**config.mk**
```make
export PLATFORM = sky130hd
export DESIGN_NAME = mealy_pair_decoder
export DESIGN_NICKNAME = d
export VERILOG_FILES = /design/src/rtl/mealy_pair_decoder.sv
export SDC_FILE = /design/constraint.sdc
export NUM_CORES = 1
export LEC_CHECK = 0
export CORE_UTILIZATION = 53
export DETAILED_ROUTE_END_ITERATION = 6
export HOLD_SLACK_MARGIN = 0.1
export PLACE_DENSITY = 0.77
export REMOVE_ABC_BUFFERS = 1
export SKIP_LAST_GASP = 1
export SLEW_MARGIN = 20
export SYNTH_ARGS = -nofsm -noshare
export SYNTH_HDL_FRONTEND = slang
export SYNTH_SLANG_ARGS = --single-unit
```
**constraint.sdc**
```tcl
create_clock -name Clk -period 2.5 [get_ports Clk]
set_input_delay 0.75 -clock Clk [delete_from_list [all_inputs] [get_ports Clk]]
set_output_delay 0.75 -clock Clk [all_outputs]
set_load 0.01 [all_outputs]
```
**src/rtl/mealy_pair_decoder.sv**
```systemverilog
// Receive side of the two-wire Mealy symbol line: frames on SYNC, strips the
// alternating phase code, deserialises WIDTH bits MSB-first and checks even parity.
module mealy_pair_decoder #(
  parameter int unsigned WIDTH = 8
) (
  input  logic             Clk,
  input  logic             reset,
  input  logic             sym_en,
  input  logic             b1,
  input  logic             b2,
  output logic [WIDTH-1:0] data_out,
  output logic             data_valid,
  output logic             err_parity,
  output logic             err_abort,
  output logic             busy
);

  localparam int unsigned CW = $clog2(WIDTH + 1);

  typedef enum logic [1:0] {
    HUNT,
    DATA,
    PARITY
  } state_t;

  state_t           state;
  logic             phase;
  logic [CW-1:0]    cnt;
  logic [WIDTH-1:0] shreg;

  logic is_sync;
  logic is_idle;
  logic data_bit;

  assign is_sync  = b1 & b2;
  assign is_idle  = ~b1 & ~b2;
  assign data_bit = b1 ^ phase;

  always_ff @(posedge Clk or negedge reset) begin
    if (!reset) begin
      state      <= HUNT;
      phase      <= 1'b0;
      cnt        <= '0;
      shreg      <= '0;
      data_out   <= '0;
      data_valid <= 1'b0;
      err_parity <= 1'b0;
      err_abort  <= 1'b0;
      busy       <= 1'b0;
    end else begin
      data_valid <= 1'b0;
      err_parity <= 1'b0;
      err_abort  <= 1'b0;
      if (sym_en) begin
        // SYNC (re)starts a frame from any state without reporting an error
        if (is_sync) begin
          state <= DATA;
          phase <= 1'b0;
          cnt   <= '0;
          shreg <= '0;
          busy  <= 1'b1;
        end else if (state != HUNT) begin
          if (is_idle) begin
            state     <= HUNT;
            cnt       <= '0;
            err_abort <= 1'b1;
            busy      <= 1'b0;
          end else begin
            phase <= ~phase;
            if (state == DATA) begin
              shreg <= {shreg[WIDTH-2:0], data_bit};
              cnt   <= cnt + CW'(1);
              if (cnt == CW'(WIDTH - 1)) begin
                state <= PARITY;
              end
            end else begin
              if ((^shreg) == data_bit) begin
                data_out   <= shreg;
                data_valid <= 1'b1;
              end else begin
                err_parity <= 1'b1;
              end
              state <= HUNT;
              cnt   <= '0;
              busy  <= 1'b0;
            end
          end
        end
      end
    end
  end

endmodule

```
=== Word level (Yosys, flattened, before mapping) ===
Index checks and enable logic that the tools add are counted.

* $add $sub $neg: 1
* Eq/ne operators: 6
* Muxes and demuxes: 36
* Bitwise gates (word level): 9
* Reductions and logical operators: 10

{| class="wikitable"
|+ Operators with widths
! cell !! count
|-
| two-way mux 8 bit || 4
|-
| two-way mux 1 bit || 23
|-
| two-way mux 4 bit || 4
|-
| two-way mux 2 bit || 5
|-
| AND reduction 3 bit || 3
|-
| parity 8 bit || 1
|-
| NOT 1 bit || 6
|-
| AND reduction 6 bit || 1
|-
| nonzero test 2 bit || 3
|-
| adder 4 x 1 -> 4 bit (second input constant) || 1
|-
| == test 4 x 3 -> 1 bit (second input constant) || 1
|-
| inequality test 4 x 3 -> 1 bit (second input constant) || 1
|-
| AND reduction 4 bit || 1
|-
| inequality test 3 bit (second input constant) || 1
|-
| AND 1 bit || 2
|-
| == test 2 x 1 -> 1 bit (second input constant) || 1
|-
| inequality test 2 bit (second input constant) || 1
|-
| AND reduction 2 bit || 1
|-
| == test 1 bit || 1
|-
| XOR 1 bit || 1
|}

* Bits in registers: 27
* Word-level logic and storage cells: 71

=== Longest topological paths before layout ===
* Word-level depth: 8
* Gate-level depth with buffers: 7

=== Worst setup path after synthesis ===
No wires, ideal clock.

* Path type: in2reg
* Start point: input b1
* End point: register data_out[0]
* Setup time: 125 ps
* Data arrival time: 2,017 ps
* Required time: 2,375 ps
* Setup slack: 358 ps
* Stages on the path: 6
* Path buffers: 1
* Cell sequence: xor2_1 xnor3_1 xnor2_1 nand2b_1 buf_6 mux2_4

* Word-level cells in the longest chain between the ends: 4
* Elaborated cells between the ends (all ways): 8

{| class="wikitable"
|+ RTL lines
! what !! line !! text
|-
| start, declared || 9 || <nowiki>input logic b1,</nowiki>
|-
| NOT 1 bit || 36 || <nowiki>assign is_idle = ~b1 & ~b2;</nowiki>
|-
| AND 1 bit || 36 ||
|-
| NOT 1 bit (no source line) || -- ||
|-
| AND reduction 6 bit (no source line) (*) || -- ||
|-
| end signal, assigned || 78 || <nowiki>data_out <= shreg;</nowiki>
|-
| end, declared || 11 || <nowiki>output logic [WIDTH-1:0] data_out,</nowiki>
|}

Mark *: on every way between the ends. The rest lies on a longest branch, timed or not.
A chain may end at the register's enable or synchronous reset.

=== Worst setup path in the final report ===
* Start point: input b1
* End point: register data_out[2]

The elaborated chain is that of the path after synthesis.

==> flow_summary.yaml <==
yosys:
  ys_seq_area_frac: 0.517
  synth_top_cells_by_area: "dfrtp_1, mux2_4, nand2b_1"
  synth_edf_count: 0
  synth_compound_area_frac: 0.121
  synth_top_family_by_area: "simple AND/OR/NAND/NOR gates"
  synth_top_area_cell: "dfrtp_1"
  syn_area_per_cell_um2: 11.1
  synth_fa_ha_area_frac: 0.0287
  yosysTopAreaCellShare: 0.517
  synth_mux_area_frac: 0.0920
  synthXorXnorAreaFrac: 0.0642
  post-synth-top-count-cell: "dfrtp_1"
  syn_area_mm2: 0.00131
  async_flop_share: 1.00
  ys.flop_type: "dfrtp_1"
  ys_warn_count: 0
  synthCells: 118
  yosys.area_share.simple: 0.146
  synthTopCellsByCount: "dfrtp_1, nand2_1, o21ai_0"
  ys_ff_latch: 27
  ys_types: 29
sta:
  worst_pin_slew_ns: 0.538
  rsz0062_at_grt: "no"
  finalHoldViolCount: 0
  timing.final.crit_share: 0.933
  slew_headroom: 0.642
  setup_ws_ns: 0.167
  fmax_mhz: 429
  skew_ns: 0.00544
  finalSetupTns_ns: 0
  setup_viol_count_final: 0
  final.min_clock_period_ns: 2.33
  slew_viol_final: 0
place:
  dp_slack_ns: -0.321
  numPortBuffers: 16
  place_area_mm2: 0.00157
  dp_hpwl_um: 1660
  gp_congestion: 0.750
drt:
  viasPerCell: 5.26
  routed_wl_um: 2300
  firstDrtPassIters: 4
  ant_nets: 0
  drc: 0
  drt_iter0_drc: 14
  vias: 916
  wl_per_cell_um: 13.2
cts:
  cts_tree: "done"
  cts_hold_buf: 0
  cts.htree.levels: 1
  worstSkewPairLatency_ns: 0.32
  cts_root_buffer: "clkbuf_4"
  clockBufferDepth: 2
  numCtsBuffers: 3
  cts_num_sinks: 27
  cts.clk_slew.worst_paths_ns: 0.14
pwr:
  irDropWorstVdd_mv: 0.536
  internal_power_uw: 1070
  p_switching_uw: 522
  p_per_area_mw_per_mm2: 990
  clock_power_share: 0.119
  p_leak_uw: 0.000757
  swShare: 0.329
  p_seq_frac: 0.420
  p_total_uw: 1590
  p_comb_frac: 0.461
global_routing:
  antenna_found_initial: 0
  gr-total-overflow: 0
  grt_start_max_net_pins: 28
  track_usage: 0.194
  grt_pass1_wl_um: 3760
  grt_pass1_vias: 853
critical_path:
  setup.worst_path.start: "b1"
  end_kind: "register"
  criticalPathCategory: "primary input to register"
  r2r_setup_slack_ns: 0.45
  cp.arrival_ns: 2.55
  r2r_cells: 6
  r2r-end: "data_out[2]"
  cp.required_ns: 2.72
  worstPathMaxFanout: 9
  startpoint_type: "primary input"
  rr_startpoint: "shreg[2]"
floorplanning:
  core_area_mm2: 0.00228
  fp.dieH_um: 51.6
  rows: 17
  ioPinCount: 17
  die_area_mm2: 0.00267
  die_w_um: 51.6
  start_util: 0.574
cells_and_area:
  fillers: 170
  n_antenna_cell: 0
  syn_to_final_growth_pct: 22.8
  post-route-util: 0.705
  nets: 155
  drive_gt1_frac: 0.178
  final_area_mm2: 0.00160
hold_path:
  hold_class: "register to register"
  hold_depth: 1
  min_from: "cnt[3]"
  hold_end: "cnt[3]"
outcome:
  status: "completed"
flow_run:
  drv_cap: 0
## power groups by stage
stage	sequential (µW)	combinational, µW	clock [µW]
after floorplan	676	387	0
after global placement	668	661	0
after detailed placement	676	687	0
after CTS	668	689	193
after global routing	683	792	206
final	667	732	189
## layer usage
metal,vias to the layer above,global-route usage,routed length [µm]
li1,459,-,-
met1,444,0.241,1070
met2,11,0.335,1150
met3,2,0.0292,61
met4,0,0.0811,17
met5,-,0,0
## kinds of logic (layout without fill, tap and decap cells)
family / Yosys count / count (layout)
adders and majority gates: 3 / 3
DFF: 27 / 27
buffers and inverters: 9 / 37
xor gates and xnor gates: 8 / 8
AOI/OAI and AO/OA: 26 / 26
and+or+nand+nor: 37 / 37
muxes: 8 / 8
## placed cells by master, fill, tap and decap left out, types with 2 or more instances in the layout
cell | synthesis | layout
a21oi_1 | 4 | 4
buf_4 | 0 | 11
clkbuf_4 | 0 | 3
clkdlybuf4s50_1 | 0 | 16
dfrtp_1 | 27 | 27
ha_1 | 3 | 3
inv_1 | 6 | 6
mux2_4 | 8 | 8
nand2_1 | 15 | 15
nand2b_1 | 11 | 11
nor2_1 | 3 | 3
nor3_1 | 2 | 2
nor4b_1 | 2 | 2
o21ai_0 | 12 | 12
o31ai_1 | 2 | 2
xnor2_1 | 6 | 5
## worst max path at each step
| stage | endpoint | depth (start not counted) |
|---|---|---|
| CTS | data_out[2] | 7 |
| global placement | data_out[1] | 7 |
| detailed placement | data_out[2] | 7 |
| global route | data_out[6] | 9 |
| floorplan | data_out[0] | 5 |
| finish | data_out[2] | 9 |
## timing repair
item	in CTS	in global routing
endpoints found under the setup margin	0	10
setup buffers	0	0
resized for setup	0	2
## worst max-delay path, cell delays in order
cell             delay (ns)
clkdlybuf4s50_1        0.49
buf_4                  0.12
inv_1                  0.03
ha_1                   0.22
nor2_1                 0.17
nand3b_1               0.11
nand2b_1               0.15
buf_4                  0.18
mux2_4                 0.31
## sequential cells by signal, indices dropped and copies added (netlist names)
name / cells
data_valid: 1
err_abort: 1
shreg: 8
data_out: 8
phase: 1
busy: 1
err_parity: 1
state: 2
cnt: 4
## metrics by stage
step / std cells / hold WS (ns)
2_1_floorplan: 115 / 0.453
3_3_place_gp: 170 / 0.482
3_5_place_dp: 170 / 0.492
4_1_cts: 174 / 0.512
5_1_grt: 174 / 0.534
6_report: 174 / 0.514
## cell type report
class,instances,area (µm²),share of cell area
Clock inverter,1,5.00,0.00312
Sequential cell,27,676,0.421
Clock buffer,3,22.5,0.0140
Timing Repair Buffer,27,243,0.151
Multi-Input combinational cell,82,601,0.374
Inverter,6,22.5,0.0140
Tap cell,28,35.0,0.0218
Note: power is estimated with default switching activity, not from simulation.
